--- src/rtl/mem_stage_ctrl_pkg.sv ---
// Shared types and widths for the MEM stage controller.
package mem_stage_ctrl_pkg;

    localparam int unsigned DW = 16;
    localparam int unsigned RW = 4;

    typedef enum logic [1:0] {
        ST_IDLE = 2'd0,
        ST_WAIT = 2'd1,
        ST_DONE = 2'd2
    } state_t;

endpackage

--- src/rtl/mem_stage_ctrl_if.sv ---
// Data-memory req/ack bus between the MEM stage (master) and memory (slave).
interface mem_stage_ctrl_if;
    import mem_stage_ctrl_pkg::*;

    logic          bus_req;
    logic          bus_we;
    logic [DW-1:0] bus_addr;
    logic [DW-1:0] bus_wdata;
    logic [DW-1:0] bus_rdata;
    logic          bus_ack;

    modport master (
        output bus_req, bus_we, bus_addr, bus_wdata,
        input  bus_rdata, bus_ack
    );

    modport slave (
        input  bus_req, bus_we, bus_addr, bus_wdata,
        output bus_rdata, bus_ack
    );

endinterface

--- src/rtl/mem_stage_ctrl_mem_wb_reg.sv ---
// MEM/WB pipeline register; bubble forces a non-writing slot and holds data/dest.
module mem_wb_reg
    import mem_stage_ctrl_pkg::*;
(
    input  logic          clk,
    input  logic          rst,
    input  logic          bubble,
    input  logic [DW-1:0] data_d,
    input  logic          wen_d,
    input  logic [RW-1:0] waddr_d,
    output logic [DW-1:0] data_q,
    output logic          wen_q,
    output logic [RW-1:0] waddr_q
);

    always_ff @(posedge clk) begin
        if (rst) begin
            data_q  <= '0;
            wen_q   <= 1'b0;
            waddr_q <= '0;
        end else if (bubble) begin
            wen_q   <= 1'b0;
        end else begin
            data_q  <= data_d;
            wen_q   <= wen_d;
            waddr_q <= waddr_d;
        end
    end

endmodule

--- src/rtl/mem_stage_ctrl.sv ---
// MEM stage: runs the EX/MEM data-memory access over a req/ack bus with timeout,
// stalls the pipeline meanwhile, and feeds the MEM/WB register.
module mem_stage_ctrl
    import mem_stage_ctrl_pkg::*;
#(
    parameter int unsigned   TIMEOUT  = 16,
    parameter logic [DW-1:0] ERR_DATA = 16'h0000
) (
    input  logic            clk,
    input  logic            rst,
    input  logic [DW-1:0]   alu_result,
    input  logic [DW-1:0]   rdata2,
    input  logic            mem_wen,
    input  logic            mem_ren,
    input  logic            mem_to_reg,
    input  logic            reg_wen,
    input  logic [RW-1:0]   reg_waddr,
    mem_stage_ctrl_if.master bus,
    output logic            stall,
    output logic [DW-1:0]   wb_data_out,
    output logic            wb_reg_wen_out,
    output logic [RW-1:0]   wb_reg_waddr_out,
    output logic            mem_err_out
);

    localparam int unsigned  CW      = $clog2(TIMEOUT) + 1;
    localparam logic [CW-1:0] CNT_MAX = CW'(TIMEOUT - 1);

    state_t        state_q, state_d;
    logic [CW-1:0] cnt_q;
    logic          req_q, we_q, err_q, mem_err_q;
    logic [DW-1:0] addr_q, wdata_q, rdata_q;
    logic          mem_op, timeout;
    logic          wb_bubble;
    logic [DW-1:0] wb_data_d;

    assign mem_op  = mem_wen | mem_ren;
    assign timeout = (state_q == ST_WAIT) && !bus.bus_ack && (cnt_q == CNT_MAX);

    always_comb begin
        state_d   = state_q;
        stall     = 1'b0;
        wb_bubble = 1'b1;
        wb_data_d = alu_result;
        case (state_q)
            ST_IDLE: begin
                if (mem_op) begin
                    stall   = 1'b1;
                    state_d = ST_WAIT;
                end else begin
                    wb_bubble = 1'b0;
                end
            end
            ST_WAIT: begin
                stall = 1'b1;
                if (bus.bus_ack || timeout) state_d = ST_DONE;
            end
            ST_DONE: begin
                // EX/MEM is still held this cycle, so its controls describe the finished op
                wb_bubble = 1'b0;
                wb_data_d = (mem_to_reg && !we_q) ? rdata_q : alu_result;
                state_d   = ST_IDLE;
            end
            default: state_d = ST_IDLE;
        endcase
    end

    always_ff @(posedge clk) begin
        if (rst) begin
            state_q   <= ST_IDLE;
            cnt_q     <= '0;
            req_q     <= 1'b0;
            we_q      <= 1'b0;
            addr_q    <= '0;
            wdata_q   <= '0;
            rdata_q   <= '0;
            err_q     <= 1'b0;
            mem_err_q <= 1'b0;
        end else begin
            state_q   <= state_d;
            mem_err_q <= 1'b0;
            case (state_q)
                ST_IDLE: begin
                    if (mem_op) begin
                        req_q   <= 1'b1;
                        we_q    <= mem_wen;
                        addr_q  <= alu_result;
                        wdata_q <= rdata2;
                        cnt_q   <= '0;
                    end
                end
                ST_WAIT: begin
                    if (bus.bus_ack) begin
                        if (!we_q) rdata_q <= bus.bus_rdata;
                        req_q <= 1'b0;
                    end else if (timeout) begin
                        rdata_q <= ERR_DATA;
                        err_q   <= 1'b1;
                        req_q   <= 1'b0;
                    end else begin
                        cnt_q <= cnt_q + CW'(1);
                    end
                end
                ST_DONE: begin
                    mem_err_q <= err_q;
                    err_q     <= 1'b0;
                end
                default: ;
            endcase
        end
    end

    assign bus.bus_req   = req_q;
    assign bus.bus_we    = we_q;
    assign bus.bus_addr  = addr_q;
    assign bus.bus_wdata = wdata_q;
    assign mem_err_out   = mem_err_q;

    mem_wb_reg u_mem_wb_reg (
        .clk     (clk),
        .rst     (rst),
        .bubble  (wb_bubble),
        .data_d  (wb_data_d),
        .wen_d   (reg_wen),
        .waddr_d (reg_waddr),
        .data_q  (wb_data_out),
        .wen_q   (wb_reg_wen_out),
        .waddr_q (wb_reg_waddr_out)
    );

endmodule

--- src/flat_wrapper.sv ---
// flat-port wrapper written by rule: the top's interface ports become plain ports
module mem_stage_ctrl_flat import mem_stage_ctrl_pkg::*;
#(
    parameter int unsigned   TIMEOUT  = 16,
    parameter logic [DW-1:0] ERR_DATA = 16'h0000
)
  (clk, rst, alu_result, rdata2, mem_wen, mem_ren, mem_to_reg, reg_wen, reg_waddr, stall, wb_data_out, wb_reg_wen_out, wb_reg_waddr_out, mem_err_out, bus_bus_req, bus_bus_we, bus_bus_addr, bus_bus_wdata, bus_bus_rdata, bus_bus_ack);
  mem_stage_ctrl_if bus_i ();
  input  logic clk;
  input  logic rst;
  input  logic [DW-1:0] alu_result;
  input  logic [DW-1:0] rdata2;
  input  logic mem_wen;
  input  logic mem_ren;
  input  logic mem_to_reg;
  input  logic reg_wen;
  input  logic [RW-1:0] reg_waddr;
  output logic stall;
  output logic [DW-1:0] wb_data_out;
  output logic wb_reg_wen_out;
  output logic [RW-1:0] wb_reg_waddr_out;
  output logic mem_err_out;
  output wire logic [$bits(bus_i.bus_req)-1:0] bus_bus_req;
  output wire logic [$bits(bus_i.bus_we)-1:0] bus_bus_we;
  output wire logic [$bits(bus_i.bus_addr)-1:0] bus_bus_addr;
  output wire logic [$bits(bus_i.bus_wdata)-1:0] bus_bus_wdata;
  input wire logic [$bits(bus_i.bus_rdata)-1:0] bus_bus_rdata;
  input wire logic [$bits(bus_i.bus_ack)-1:0] bus_bus_ack;
  assign bus_bus_req = bus_i.bus_req;
  assign bus_bus_we = bus_i.bus_we;
  assign bus_bus_addr = bus_i.bus_addr;
  assign bus_bus_wdata = bus_i.bus_wdata;
  assign bus_i.bus_rdata = bus_bus_rdata;
  assign bus_i.bus_ack = bus_bus_ack;
  mem_stage_ctrl #(.TIMEOUT(TIMEOUT), .ERR_DATA(ERR_DATA)) u_core (.clk(clk), .rst(rst), .alu_result(alu_result), .rdata2(rdata2), .mem_wen(mem_wen), .mem_ren(mem_ren), .mem_to_reg(mem_to_reg), .reg_wen(reg_wen), .reg_waddr(reg_waddr), .bus(bus_i), .stall(stall), .wb_data_out(wb_data_out), .wb_reg_wen_out(wb_reg_wen_out), .wb_reg_waddr_out(wb_reg_waddr_out), .mem_err_out(mem_err_out));
endmodule
--- config.mk ---
export PLATFORM = sky130hd
export DESIGN_NAME = mem_stage_ctrl_flat
export DESIGN_NICKNAME = d
export VERILOG_FILES = /design/src/rtl/mem_stage_ctrl_pkg.sv /design/src/rtl/mem_stage_ctrl_if.sv /design/src/rtl/mem_stage_ctrl_mem_wb_reg.sv /design/src/rtl/mem_stage_ctrl.sv /design/src/flat_wrapper.sv
export SDC_FILE = /design/constraint.sdc
export NUM_CORES = 1
export LEC_CHECK = 0
export CELL_PAD_IN_SITES_DETAIL_PLACEMENT = 1
export CELL_PAD_IN_SITES_GLOBAL_PLACEMENT = 2
export CORE_ASPECT_RATIO = 0.8
export CORE_UTILIZATION = 23
export CTS_BUF_LIST = sky130_fd_sc_hd__clkbuf_8
export DETAILED_ROUTE_END_ITERATION = 8
export PLACE_DENSITY = 0.75
export RECOVER_POWER = 100
export SLEW_MARGIN = 10
export SYNTH_ARGS = -nofsm -noshare
export SYNTH_HDL_FRONTEND = slang
export SYNTH_SLANG_ARGS = --single-unit
--- constraint.sdc ---
create_clock -name clk -period 1.86 [get_ports clk]
set_input_delay 0.279 -clock clk [delete_from_list [all_inputs] [get_ports clk]]
set_output_delay 0.279 -clock clk [all_outputs]
set_load 0.05 [all_outputs]
# Word level (Yosys, flattened, before mapping)
# Index checks and enable logic that the tools add are counted.
[totals] rom_bits=0 register_bits=80 n_memories=0 latch_bits=0 ram_bits=0
[op_classes] div_mod_pow=0 addsub=1 reduce_logical=18 order_cmp=0 shifts=0 muxes=22 eq_ne=10 n_bitwise=2 mul=0
[op_table] cell="$mux 16" count=5
[op_table] cell="$mux 5" count=3
[op_table] cell="$pmux 5 s2" count=1
[op_table] cell="$reduce_and 3->1" count=3
[op_table] cell="$ne 2x2->1 const B" count=4
[op_table] cell="$pmux 1 s2" count=4
[op_table] cell="$mux 1" count=6
[op_table] cell="$reduce_bool 2->1" count=3
[op_table] cell="$add 5x1->5 const B" count=1
[op_table] cell="$eq 5x4->1 const B" count=1
[op_table] cell="$mux 2" count=2
[op_table] cell="$ne 2x1->1 const B" count=2
[op_table] cell="$pmux 2 s2" count=1
[op_table] cell="$reduce_and 2->1" count=2
[op_table] cell="$reduce_and 4->1" count=1
[op_table] cell="$reduce_or 2->1" count=2
[op_table] cell="$logic_and 1x1->1" count=3
[op_table] cell="$ne 3x2->1 const B" count=1
[op_table] cell="$eq 2x1->1 const B" count=1
[op_table] cell="$eq 2x2->1 const B" count=1
[op_table] cell="$logic_not 1->1" count=2
[op_table] cell="$logic_not 2->1" count=1
[op_table] cell="$logic_or 1x1->1" count=1
[op_table] cell="$not 1->1" count=1
[op_table] cell="$or 1x1->1" count=1

# Longest topological paths before layout
# Gate-level depths: netlist of the first run.
[depth] ltp_word=6 ltp_mapped=8 depth_no_buf=7

# Hierarchy
# From an unflattened synthesis of the first run, not the netlist that was laid out.
[hier_totals] cells_unflattened=352 hier_area_um2=3133.0
[modules_own_cells] module="mem_stage_ctrl" area_per_inst_um2=2364.8 cells_each=285 n_inst=1
[modules_own_cells] module="mem_wb_reg" area_per_inst_um2=768.2 cells_each=67 n_inst=1

# Worst setup path after synthesis of the first run
# Ideal clock, no wire load.
[synth_path] path_type="reg2reg" startpoint="register u_core.cnt_q[0]" endpoint="register u_core.rdata_q[11]" required_ps=1790 stages_incl_launch_ff=9 synth_period_minus_slack_ps=1853 arrival_ps=1782 n_path_buf=1 setup_time_ps=70 setup_slack_ps=7 path_cell_list="dfxtp_1 -> ha_1 -> and3_1 -> ha_1 -> nor2b_1 -> o21a_1 -> buf_2 -> nand3_1 -> a21oi_1"
[synth_between] elab_chain_len=4
[synth_lines] item="from (decl)" line="mem_stage_ctrl.sv:30" rtl="logic [CW-1:0] cnt_q;"
[synth_lines] item="from (signal assigned)" line="mem_stage_ctrl.sv:101" rtl="cnt_q <= cnt_q + CW'(1);"
[synth_lines] item="$eq 5x4->1" line="mem_stage_ctrl.sv:38" rtl="assign timeout = (state_q == ST_WAIT) && !bus.bus_ack && (cnt_q == CNT_MAX);"
[synth_lines] item="$logic_and 1x1->1" line="mem_stage_ctrl.sv:38"
[synth_lines] item="$reduce_bool 2->1 (no source line)"
[synth_lines] item="$reduce_and 3->1 (no source line)"
[synth_lines] item="to (signal assigned)" line="mem_stage_ctrl.sv:94" rtl="if (!we_q) rdata_q <= bus.bus_rdata;"
[synth_lines] item="to (decl)" line="mem_stage_ctrl.sv:32" rtl="logic [DW-1:0] addr_q, wdata_q, rdata_q;"
# Every way passes these cells.
# A chain may end at the register's enable or synchronous reset.

# Worst setup path after layout of the first run
[layout_path] startpoint="register u_core.addr_q[15], in the netlist u_core.bus.bus_addr[15]" endpoint="output port bus_bus_addr[15]"
[layout_lines] item="from (decl)" line="mem_stage_ctrl.sv:32"
[layout_lines] item="from (signal assigned)" line="mem_stage_ctrl.sv:87" rtl="addr_q <= alu_result;"
[layout_lines] item="to (decl)" line="flat_wrapper.sv:25" rtl="output wire logic [$bits(bus_i.bus_addr)-1:0] bus_bus_addr;"
# No word-level cell between the ends.

==> results.py, run 1 <==
metrics = {
    "drt": {
        "detail_route.wirelength_um": 10090,
        "antenna_left": 0,
        "dr.first_iter.drc_count": 118,
        "post_drt_via_cell_ratio": 4.392,
        "number_of_design_rule_violations_left_after_detail_routing": 0,
        "vias": 2899,
        "routed_wire_length_per_instance_um": 15.29,
        "dr.pass1.iters": 4,
    },
    "synthesis": {
        "combinational_family_with_the_most_area_after_synthesis": "simple AND/OR/NAND/NOR gates",
        "synth_largest_type_area_fraction_pct": 50.59,
        "synth.largest_area_cell": "sky130_fd_sc_hd__dfxtp_1",
        "synth_compound_area_share_pct": 16.52,
        "async_reset_ff_share_pct": 0,
        "synth_adder_area_share_pct": 0.7905,
        "synth.top_cells.by_count": "sky130_fd_sc_hd__nand2_1 (83), sky130_fd_sc_hd__dfxtp_1 (80), sky130_fd_sc_hd__a21oi_1 (54)",
        "netlist_instances": 356,
        "synth_area_in_xor_xnor_pct": 0,
        "synthTopCellsByArea": "sky130_fd_sc_hd__dfxtp_1 (51%), sky130_fd_sc_hd__nand2_1 (9.8%), sky130_fd_sc_hd__a21oi_1 (8.5%)",
        "netlist_area_pre_place_um2": 3166,
        "count_of_flip_flops_with_a_built_in_enable_after_synthesis": 0,
        "leading_cell_type_by_number_of_instances_after_synthesis": "sky130_fd_sc_hd__nand2_1",
        "synth_seq_area_share_pct": 50.59,
        "yosys_register_bits": 80,
        "yosys_cell_types": 38,
        "synth.yosys.warnings": 0,
        "simple_gate_portion_of_the_synthesized_area_pct": 20.91,
        "ys.flop_type": "sky130_fd_sc_hd__dfxtp_1",
        "synthesis.nets": 417,
        "synth_mux_area_share_pct": 6.640,
        "avgSynthCellArea_um2": 8.892,
    },
    "min_path": {
        "min_delay_worst_endpoint": "u_core.err_q$_SDFFE_PP0P_",
        "count_of_cells_along_the_worst_hold_path": 2,
        "type_of_the_most_critical_hold_path": "primary input to flip-flop",
        "hp-start": "rst",
    },
    "place": {
        "instance_area_after_placement_um2": 4634,
        "dp_hpwl_um": 7379,
        "worst_slack_placed_ns": -0.2076,
        "io_buffers": 115,
        "cell_count_after_placement": 643,
        "gp_routability_congestion": 0.7069,
    },
    "cts": {
        "cts_max_path_buffers": 2,
        "htree_levels": 3,
        "clock_insertion_delay_worst_skew_ns": 0.35,
        "cts_tree": "yes",
        "cts_root_buffer": "sky130_fd_sc_hd__clkbuf_8",
        "numCtsBuffers": 9,
        "cts_sinks": 80,
        "path_clk_slew_ns": 0.08,
    },
    "setup_path": {
        "cp.buffers_inverters": 1,
        "reg2reg_to": "u_core.cnt_q[3]$_SDFFE_PP0P_",
        "critical-path-slowest-cell": "sky130_fd_sc_hd__clkdlybuf4s50_1",
        "cp.arrival_ns": 1.52,
        "crit_fanout": 2,
        "timing.critical_path.required_ns": 1.58,
        "crit_path_end_kind": "output pin",
        "critPathMaxStageDelay_ns": 0.82,
        "worst_reg_to_reg_cells": 8,
        "crit_chain": "clkdlybuf4s50_1",
        "critPathKind": "flip-flop to output pin",
        "crit_path_start_kind": "flip-flop",
        "critPathTopFamily": "buffers and inverters",
        "reg2reg_slack_ns": 0.07,
        "reg2reg_from": "u_core.cnt_q[0]$_SDFFE_PP0P_",
    },
    "pwr": {
        "power-per-cell-area_nw_per_um2": 892.3,
        "power.ir.vdd_worst_mv": 0.3127,
        "report.power.total_mw": 4.260,
        "static-leakage-power_nw": 1.674,
    },
    "timing": {
        "maxSlewViolCount": 0,
        "number_of_failing_setup_endpoints_in_the_final_timing_report": 0,
        "post-route-period-util_pct": 96.76,
        "final.setup_skew_ns": 0.005262,
        "fmax_ghz": 0.5557,
        "period_needed_ns": 1.800,
        "setup_ws_post_layout_ns": 0.06033,
        "worst_pin_slew_ns": 0.6479,
        "timing.max_slew.rel_slack_pct": 56.99,
        "final-hold-violation-count": 0,
    },
    "die": {
        "top_level_ports": 116,
        "rows": 37,
        "die_area_um2": 14240,
        "die_w_um": 133.2,
        "floorplan.initialDensity_pct": 24.08,
        "chipHeight_um": 106.9,
        "fp.coreArea_um2": 13150,
    },
    "status": {
        "result_of_the_run": "finished clean",
    },
    "layout": {
        "stdcell_count": 660,
        "filler_cell_count": 1553,
        "area.growth.synth_to_final_pct": 50.83,
        "finalCoreUtilization_pct": 36.32,
        "layout.cell_area.non_filler_um2": 4775,
        "fraction_of_final_layout_cells_sized_beyond_drive_strength_1_pct": 12.78,
        "antennaDiodeCount": 0,
        "nNetsFinal": 542,
    },
    "grt": {
        "grt.overflow.total": 0,
        "number_of_global_route_vias_before_repair": 3048,
        "globalRouteTotalUtil_pct": 14.61,
        "global_route_wire_length_before_repair_um": 16060,
        "antenna_found_initial": 0,
        "grt_max_degree": 33,
    },
    "flow_run": {
        "maxCapViolCount": 0,
    },
}
==> metal layers <==
| layer | part of all wire [%] | track usage [%] | vias to the layer above |
|---|---|---|---|
| li1 | - | - | 1458 |
| met1 | 46 | 17.86 | 1359 |
| met2 | 47 | 24.12 | 72 |
| met3 | 6.6 | 5.437 | 10 |
| met4 | 0.80 | 3.896 | 0 |
| met5 | 0 | 0 | - |
==> per-stage QoR <==
step / hold slack (ns) / TNS (ns)
2_1_floorplan: 0.4150 / 0
3_3_place_gp: 0.4396 / -1.579
3_5_place_dp: 0.4462 / -2.610
4_1_cts: 0.3661 / 0
5_1_grt: 0.3942 / -0.03166
6_report: 0.3769 / 0
==> repair_timing <==
| item | 4_1_cts | 5_1_grt |
|---|---|---|
| endpoints found under the setup margin | 17 | 21 |
| cloned | 0 | 0 |
| hold buffers | 0 | 0 |
| resized for setup | 2 | 10 |
| pin swaps | 1 | 4 |
| buffers inserted | 3 | 0 |
| hold endpoints to repair | 0 | 0 |
==> how the worst max path moves through the flow <==
stage / startpoint / end / slack [ns] / cells past startpoint
2_1_floorplan: u_core.cnt_q[0]$_SDFFE_PP0P_ / u_core.rdata_q[11]$_SDFFE_PP0P_ / 0.007 / 8
3_3_place_gp: u_core.cnt_q[0]$_SDFFE_PP0P_ / u_core.rdata_q[3]$_SDFFE_PP0P_ / -0.11 / 7
3_5_place_dp: u_core.cnt_q[0]$_SDFFE_PP0P_ / u_core.rdata_q[6]$_SDFFE_PP0P_ / -0.21 / 7
4_1_cts: u_core.cnt_q[0]$_SDFFE_PP0P_ / u_core.cnt_q[3]$_SDFFE_PP0P_ / 0.03 / 7
5_1_grt: u_core.cnt_q[0]$_SDFFE_PP0P_ / u_core.cnt_q[3]$_SDFFE_PP0P_ / -0.03 / 8
6_report: u_core.bus.bus_addr[15]$_SDFFE_PP0P_ / bus_bus_addr[15] / 0.06 / 1
==> cells by family (layout without fill, tap and decap cells) <==
family / Yosys count / in the layout
and+or+nand+nor: 145 / 145
DFF: 80 / 80
AOI/OAI and AO/OA: 81 / 81
buffers and inverters: 27 / 156
muxes: 21 / 21
adders and majority gates: 2 / 2
==> layout by cell type, fill, tap and decap left out, types with 2 or more instances in the layout <==
cell type / instances
sky130_fd_sc_hd__buf_12: 8
sky130_fd_sc_hd__clkbuf_8: 9
sky130_fd_sc_hd__a22oi_1: 2
sky130_fd_sc_hd__clkinv_2: 3
sky130_fd_sc_hd__nor2_1: 29
sky130_fd_sc_hd__clkdlybuf4s50_1: 98
sky130_fd_sc_hd__nand3_1: 17
sky130_fd_sc_hd__buf_4: 15
sky130_fd_sc_hd__clkbuf_1: 16
sky130_fd_sc_hd__a21oi_1: 54
sky130_fd_sc_hd__nand2_1: 83
sky130_fd_sc_hd__clkinvlp_4: 3
sky130_fd_sc_hd__a211oi_1: 8
sky130_fd_sc_hd__nor3b_1: 2
sky130_fd_sc_hd__dfxtp_1: 79
sky130_fd_sc_hd__o21ai_0: 2
sky130_fd_sc_hd__a211oi_2: 9
sky130_fd_sc_hd__mux2i_1: 21
sky130_fd_sc_hd__nand2b_1: 2
==> state kept, by name (all words and copies together), names as in the netlist <==
register and flops:
u_core.bus.bus_addr 16, u_core.bus.bus_wdata 16, u_core.rdata_q 16, u_core.u_mem_wb_reg.data_q 16, u_core.cnt_q 5, u_core.u_mem_wb_reg.waddr_q 4
u_core.state_q 2, u_core.bus.bus_req 1, u_core.bus.bus_we 1, u_core.err_q 1, u_core.mem_err_out 1, u_core.u_mem_wb_reg.wen_q 1
==> final cells by class <==
class / instances / area [um2] / share of cell area, %
sequential: 80 / 1603 / 33.57
multi-input combinational: 249 / 1456 / 30.50
timing repair buffer: 140 / 1331 / 27.88
tap: 175 / 219.0 / 4.586
clock buffer: 9 / 123.9 / 2.594
clock inverter: 6 / 37.54 / 0.7862
inverter: 1 / 3.754 / 0.07862
==> power breakdown <==
group          internal (mW)  switching (mW)  total, mW
logic                  0.458           0.780       1.24
registers               1.84          0.0709       1.91
clock network          0.470           0.645       1.11
(Power assumes the default switching activity.)
==> run 2: changes to the inputs <==
- PLACE_DENSITY: 0.75 -> 0.85
==> results.py, run 2 (synthesis gave the netlist of run 1 again) <==
metrics = {
    "setup_path": {
        "timing.critical_path.required_ns": 2.12,
        "cp.arrival_ns": 2.08,
        "crit_fanout": 3,
        "crit_path_start_kind": "flip-flop",
        "critPathKind": "flip-flop to flip-flop",
        "crit_path_end_kind": "flip-flop",
        "reg2reg_from": "u_core.cnt_q[0]$_SDFFE_PP0P_",
        "worstSetupStartpoint": "u_core.cnt_q[0]$_SDFFE_PP0P_",
    },
    "pwr": {
        "report.power.total_mw": 4.382,
        "power.ir.vdd_worst_mv": 0.3702,
        "static-leakage-power_nw": 1.660,
        "power-per-cell-area_nw_per_um2": 926.1,
    },
    "min_path": {
        "hp-start": "rst",
        "type_of_the_most_critical_hold_path": "primary input to flip-flop",
    },
    "drt": {
        "post_drt_via_cell_ratio": 4.531,
        "dr.first_iter.drc_count": 94,
        "vias": 2977,
        "routed_wire_length_per_instance_um": 15.65,
        "number_of_design_rule_violations_left_after_detail_routing": 0,
        "detail_route.wirelength_um": 10280,
        "dr.pass1.iters": 4,
        "antenna_left": 0,
    },
    "timing": {
        "final-hold-violation-count": 0,
        "timing.max_slew.rel_slack_pct": 55.00,
        "setup_repair_after_global_routing_missed_its_margin": "false",
        "post-route-period-util_pct": 97.55,
        "period_needed_ns": 1.814,
        "worst_hold_slack_ns": 0.3893,
        "fmax_ghz": 0.5512,
        "worst_pin_slew_ns": 0.6778,
        "setup_ws_post_layout_ns": 0.04564,
        "maxSlewViolCount": 0,
        "final.setup_skew_ns": 0.009921,
        "number_of_failing_setup_endpoints_in_the_final_timing_report": 0,
    },
    "layout": {
        "finalCoreUtilization_pct": 35.99,
        "antennaDiodeCount": 0,
        "layout.cell_area.non_filler_um2": 4732,
        "mostFrequentLayoutCell": "sky130_fd_sc_hd__clkdlybuf4s50_1",
        "filler_cell_count": 1517,
        "mostFrequentLayoutCells": "sky130_fd_sc_hd__clkdlybuf4s50_1 (93), sky130_fd_sc_hd__nand2_1 (83), sky130_fd_sc_hd__dfxtp_1 (80), sky130_fd_sc_hd__a21oi_1 (51), sky130_fd_sc_hd__nor2_1 (29)",
        "fraction_of_final_layout_cells_sized_beyond_drive_strength_1_pct": 12.24,
        "nNetsFinal": 538,
        "area.growth.synth_to_final_pct": 49.49,
    },
    "die": {
        "die_area_um2": 14240,
        "top_level_ports": 116,
        "chipHeight_um": 106.9,
        "rows": 37,
        "die_w_um": 133.2,
        "floorplan.initialDensity_pct": 24.08,
        "fp.coreArea_um2": 13150,
    },
    "grt": {
        "grt.overflow.total": 0,
        "number_of_global_route_vias_before_repair": 3204,
        "globalRouteTotalUtil_pct": 14.85,
        "global_route_wire_length_before_repair_um": 16300,
        "grt_max_degree": 37,
        "antenna_found_initial": 0,
    },
    "cts": {
        "cts_sinks": 80,
        "cts_root_buffer": "sky130_fd_sc_hd__clkbuf_8",
        "cts_max_path_buffers": 2,
        "clock_insertion_delay_worst_skew_ns": 0.36,
        "cts_tree": "yes",
        "htree_levels": 3,
        "path_clk_slew_ns": 0.09,
        "numCtsBuffers": 9,
        "cts-hold-fix-buffers": 0,
    },
    "place": {
        "instance_area_after_placement_um2": 4619,
        "gp_routability_congestion": 0.7403,
        "dp_hpwl_um": 7537,
        "io_buffers": 115,
        "worst_slack_placed_ns": -0.1111,
    },
    "flow_run": {
        "maxCapViolCount": 0,
    },
    "status": {
        "result_of_the_run": "finished clean",
    },
}
-- run 2: metal layers --
layer | vias to the layer above | track usage (%) | part of all wire (%)
li1 | 1457 | - | -
met1 | 1418 | 16.99 | 43
met2 | 87 | 25.58 | 48
met3 | 15 | 5.532 | 6.7
met4 | 0 | 4.870 | 1.9
met5 | - | 0 | 0
-- run 2: worst paths after layout --
kind	endpoint	cells past startpoint	slack [ns]
max	u_core.cnt_q[3]$_SDFFE_PP0P_	7	0.05
min	u_core.err_q$_SDFFE_PP0P_	2	0.39
max reg2reg	u_core.cnt_q[3]$_SDFFE_PP0P_	7	0.05
min reg2reg	u_core.bus.bus_addr[6]$_SDFFE_PP0P_	2	0.46
-- run 2: timing repair --
action / CTS / global route
buffers inserted: 2 / 3
setup endpoints to repair: 21 / 33
pin swaps: 1 / 4
gates resized for setup: 4 / 17
-- run 2: where the power goes --
| part | internal (mW) | switching (mW) | leakage, nW |
|---|---|---|---|
| clock network | 0.515 | 0.712 | 0.0903 |
| registers | 1.84 | 0.0818 | 0.656 |
| logic | 0.457 | 0.781 | 0.914 |
| total | 2.81 | 1.57 | 1.66 |
-- run 2: metrics by stage --
stage | TNS, ns | cells
after floorplan | 0 | 356
after global routing | 0 | 657
final | 0 | 657
after global placement | 0 | 636
after CTS | 0 | 654
after detailed placement | -0.3875 | 636
-- run 2: cell type report --
class	count	area [um2]	area share, %
tap	175	219.0	4.627
timing repair buffer	136	1282	27.10
clock inverter	7	63.81	1.348
multi-input combinational	249	1438	30.38
clock buffer	9	123.9	2.618
sequential	80	1602	33.84
inverter	1	3.754	0.07932
-- run 2: worst max-delay path, cell delays in order (launching register included) --
cell                       delay [ns]
sky130_fd_sc_hd__dfxtp_1         0.32
sky130_fd_sc_hd__ha_2            0.19
sky130_fd_sc_hd__and3_1          0.19
sky130_fd_sc_hd__ha_2            0.20
sky130_fd_sc_hd__nor4b_4         0.27
sky130_fd_sc_hd__buf_4           0.17
sky130_fd_sc_hd__a41oi_1         0.13
sky130_fd_sc_hd__a211oi_2        0.25
==> run 3: changes to the inputs <==
- CORE_MARGIN: unset -> 3
- PLACE_DENSITY: 0.85 -> 0.8
==> results.py, run 3 (synthesis gave the netlist of run 1 again) <==
metrics = {
    "setup_path": {
        "critPathMaxStageDelay_ns": 0.81,
        "reg2reg_slack_ns": 0.10,
        "reg2reg_from": "u_core.cnt_q[0]$_SDFFE_PP0P_",
        "crit_chain": "clkdlybuf4s50_1",
        "cp.arrival_ns": 1.53,
        "cp.buffers_inverters": 1,
        "worst_reg_to_reg_cells": 7,
        "crit_path_start_kind": "flip-flop",
        "critical-path-slowest-cell": "sky130_fd_sc_hd__clkdlybuf4s50_1",
        "critPathTopFamily": "buffers and inverters",
        "crit_path_end_kind": "output pin",
        "timing.critical_path.required_ns": 1.58,
        "reg2reg_to": "u_core.cnt_q[3]$_SDFFE_PP0P_",
        "critPathKind": "flip-flop to output pin",
        "crit_fanout": 2,
    },
    "timing": {
        "worst_pin_slew_ns": 0.6586,
        "final-hold-violation-count": 0,
        "post-route-period-util_pct": 97.07,
        "timing.max_slew.rel_slack_pct": 56.28,
        "fmax_ghz": 0.5539,
        "maxSlewViolCount": 0,
        "final.setup_skew_ns": 0.01380,
        "number_of_failing_setup_endpoints_in_the_final_timing_report": 0,
        "setup_total_negative_slack_ns": 0,
        "setup_repair_after_global_routing_missed_its_margin": "false",
        "period_needed_ns": 1.805,
        "worst_hold_slack_ns": 0.2778,
    },
    "grt": {
        "globalRouteTotalUtil_pct": 13.67,
        "grt_max_degree": 37,
        "antenna_found_initial": 0,
        "global_route_wire_length_before_repair_um": 16330,
        "number_of_global_route_vias_before_repair": 3080,
        "grt.overflow.total": 0,
    },
    "pwr": {
        "power-per-cell-area_nw_per_um2": 963.2,
        "static-leakage-power_nw": 1.621,
        "power.ir.vdd_worst_mv": 0.3665,
    },
    "drt": {
        "dr.first_iter.drc_count": 97,
        "number_of_design_rule_violations_left_after_detail_routing": 0,
        "routed-wl-met3_um": 662,
        "vias": 2895,
        "detail_route.wirelength_um": 10240,
        "dr.pass1.iters": 4,
        "dr_wl_met2_um": 4766,
        "wl_met1_um": 4673,
        "top_layer": "met4",
        "routed_wire_length_per_instance_um": 15.59,
        "post_drt_via_cell_ratio": 4.406,
        "antenna_left": 0,
    },
    "layout": {
        "seqCellArea_um2": 1603,
        "area.growth.synth_to_final_pct": 47.00,
        "finalCoreUtilization_pct": 35.39,
        "mostFrequentLayoutCell": "sky130_fd_sc_hd__nand2_1",
        "fraction_of_final_layout_cells_sized_beyond_drive_strength_1_pct": 12.86,
        "antennaDiodeCount": 0,
        "filler_cell_count": 1559,
        "mostFrequentLayoutCells": "sky130_fd_sc_hd__nand2_1 (83), sky130_fd_sc_hd__dfxtp_1 (79), sky130_fd_sc_hd__clkdlybuf4s50_1 (78), sky130_fd_sc_hd__a21oi_1 (51), sky130_fd_sc_hd__clkbuf_1 (37)",
        "nNetsFinal": 538,
        "multi_input_comb_area_um2": 1445,
        "stdcell_count": 657,
    },
    "min_path": {
        "count_of_cells_along_the_worst_hold_path": 2,
        "type_of_the_most_critical_hold_path": "primary input to flip-flop",
        "min_delay_worst_endpoint": "u_core.u_mem_wb_reg.waddr_q[0]$_SDFFE_PP0N_",
        "hp-start": "rst",
    },
    "cts": {
        "cts-hold-fix-buffers": 0,
        "numCtsBuffers": 9,
        "cts_sinks": 80,
        "cts_max_path_buffers": 2,
        "path_clk_slew_ns": 0.10,
        "clock_insertion_delay_worst_skew_ns": 0.37,
        "htree_levels": 3,
        "cts_tree": "yes",
        "cts_root_buffer": "sky130_fd_sc_hd__clkbuf_8",
    },
    "place": {
        "cell_count_after_placement": 641,
        "gp_routability_congestion": 0.7571,
        "dp_hpwl_um": 7682,
        "io_buffers": 115,
    },
    "status": {
        "result_of_the_run": "finished clean",
    },
    "die": {
        "die_area_um2": 15220,
        "fp.coreArea_um2": 13150,
        "top_level_ports": 116,
        "chipHeight_um": 110.9,
        "die_w_um": 137.2,
        "floorplan.initialDensity_pct": 24.08,
        "rows": 37,
    },
    "flow_run": {
        "maxCapViolCount": 0,
    },
}
-- run 3: cell types whose count changed in the layout (fill, tap and decap cells not counted), moves of 2 or more --
cell and change:
sky130_fd_sc_hd__buf_4 +3, sky130_fd_sc_hd__clkdlybuf4s50_1 -15, sky130_fd_sc_hd__clkbuf_4 -2, sky130_fd_sc_hd__clkbuf_1 +16
-- run 3: worst max path at each step --
stage / slack, ns / depth (start not counted) / startpoint / endpoint
after floorplan: 0.007 / 8 / u_core.cnt_q[0]$_SDFFE_PP0P_ / u_core.rdata_q[11]$_SDFFE_PP0P_
after global placement: 0.08 / 6 / mem_wen / u_core.bus.bus_wdata[2]$_SDFFE_PP0P_
after detailed placement: 0.009 / 8 / u_core.cnt_q[0]$_SDFFE_PP0P_ / u_core.rdata_q[0]$_SDFFE_PP0P_
after CTS: 0.009 / 1 / u_core.bus.bus_addr[1]$_SDFFE_PP0P_ / bus_bus_addr[1]
after global routing: 0.001 / 1 / u_core.u_mem_wb_reg.data_q[10]$_SDFFE_PP0N_ / wb_data_out[10]
final: 0.05 / 1 / u_core.bus.bus_addr[9]$_SDFFE_PP0P_ / bus_bus_addr[9]
-- run 3: power breakdown --
part / total (mW) / leakage, nW / switching, mW / internal [mW]
combinational: 1.19 / 0.862 / 0.776 / 0.413
clock: 1.38 / 0.103 / 0.734 / 0.646
sequential: 1.91 / 0.656 / 0.0763 / 1.84
-- run 3: metal layers --
layer | global-route usage (%) | up-vias
met5 | 0 | -
met4 | 3.856 | 0
met3 | 4.946 | 11
met2 | 22.02 | 76
met1 | 17.11 | 1354
li1 | - | 1454
-- run 3: final cells by class --
type | instances | share of cell area, %
flip-flops and latches | 80 | 34.44
multi-input cells | 249 | 31.06
repair buffers | 136 | 25.25
well taps | 175 | 4.706
clock buffers | 9 | 2.662
clock inverters | 7 | 1.802
inverters | 1 | 0.08067
-- run 3: repair_timing --
item | CTS | global route
endpoints found under the setup margin | 4 | 45
pin swaps | 0 | 2
gates resized for setup | 1 | 34
buffers inserted | 0 | 0
gates cloned | 0 | 0
-- run 3: metrics by stage --
step	power, mW	worst slack, ns	cell area [um2]
2_1_floorplan	2.696	0.007393	3166
3_3_place_gp	3.222	0.07945	4627
3_5_place_dp	3.246	0.009227	4627
4_1_cts	4.645	0.008530	4837
5_1_grt	4.727	0.001034	4653
6_report	4.482	0.05459	4653
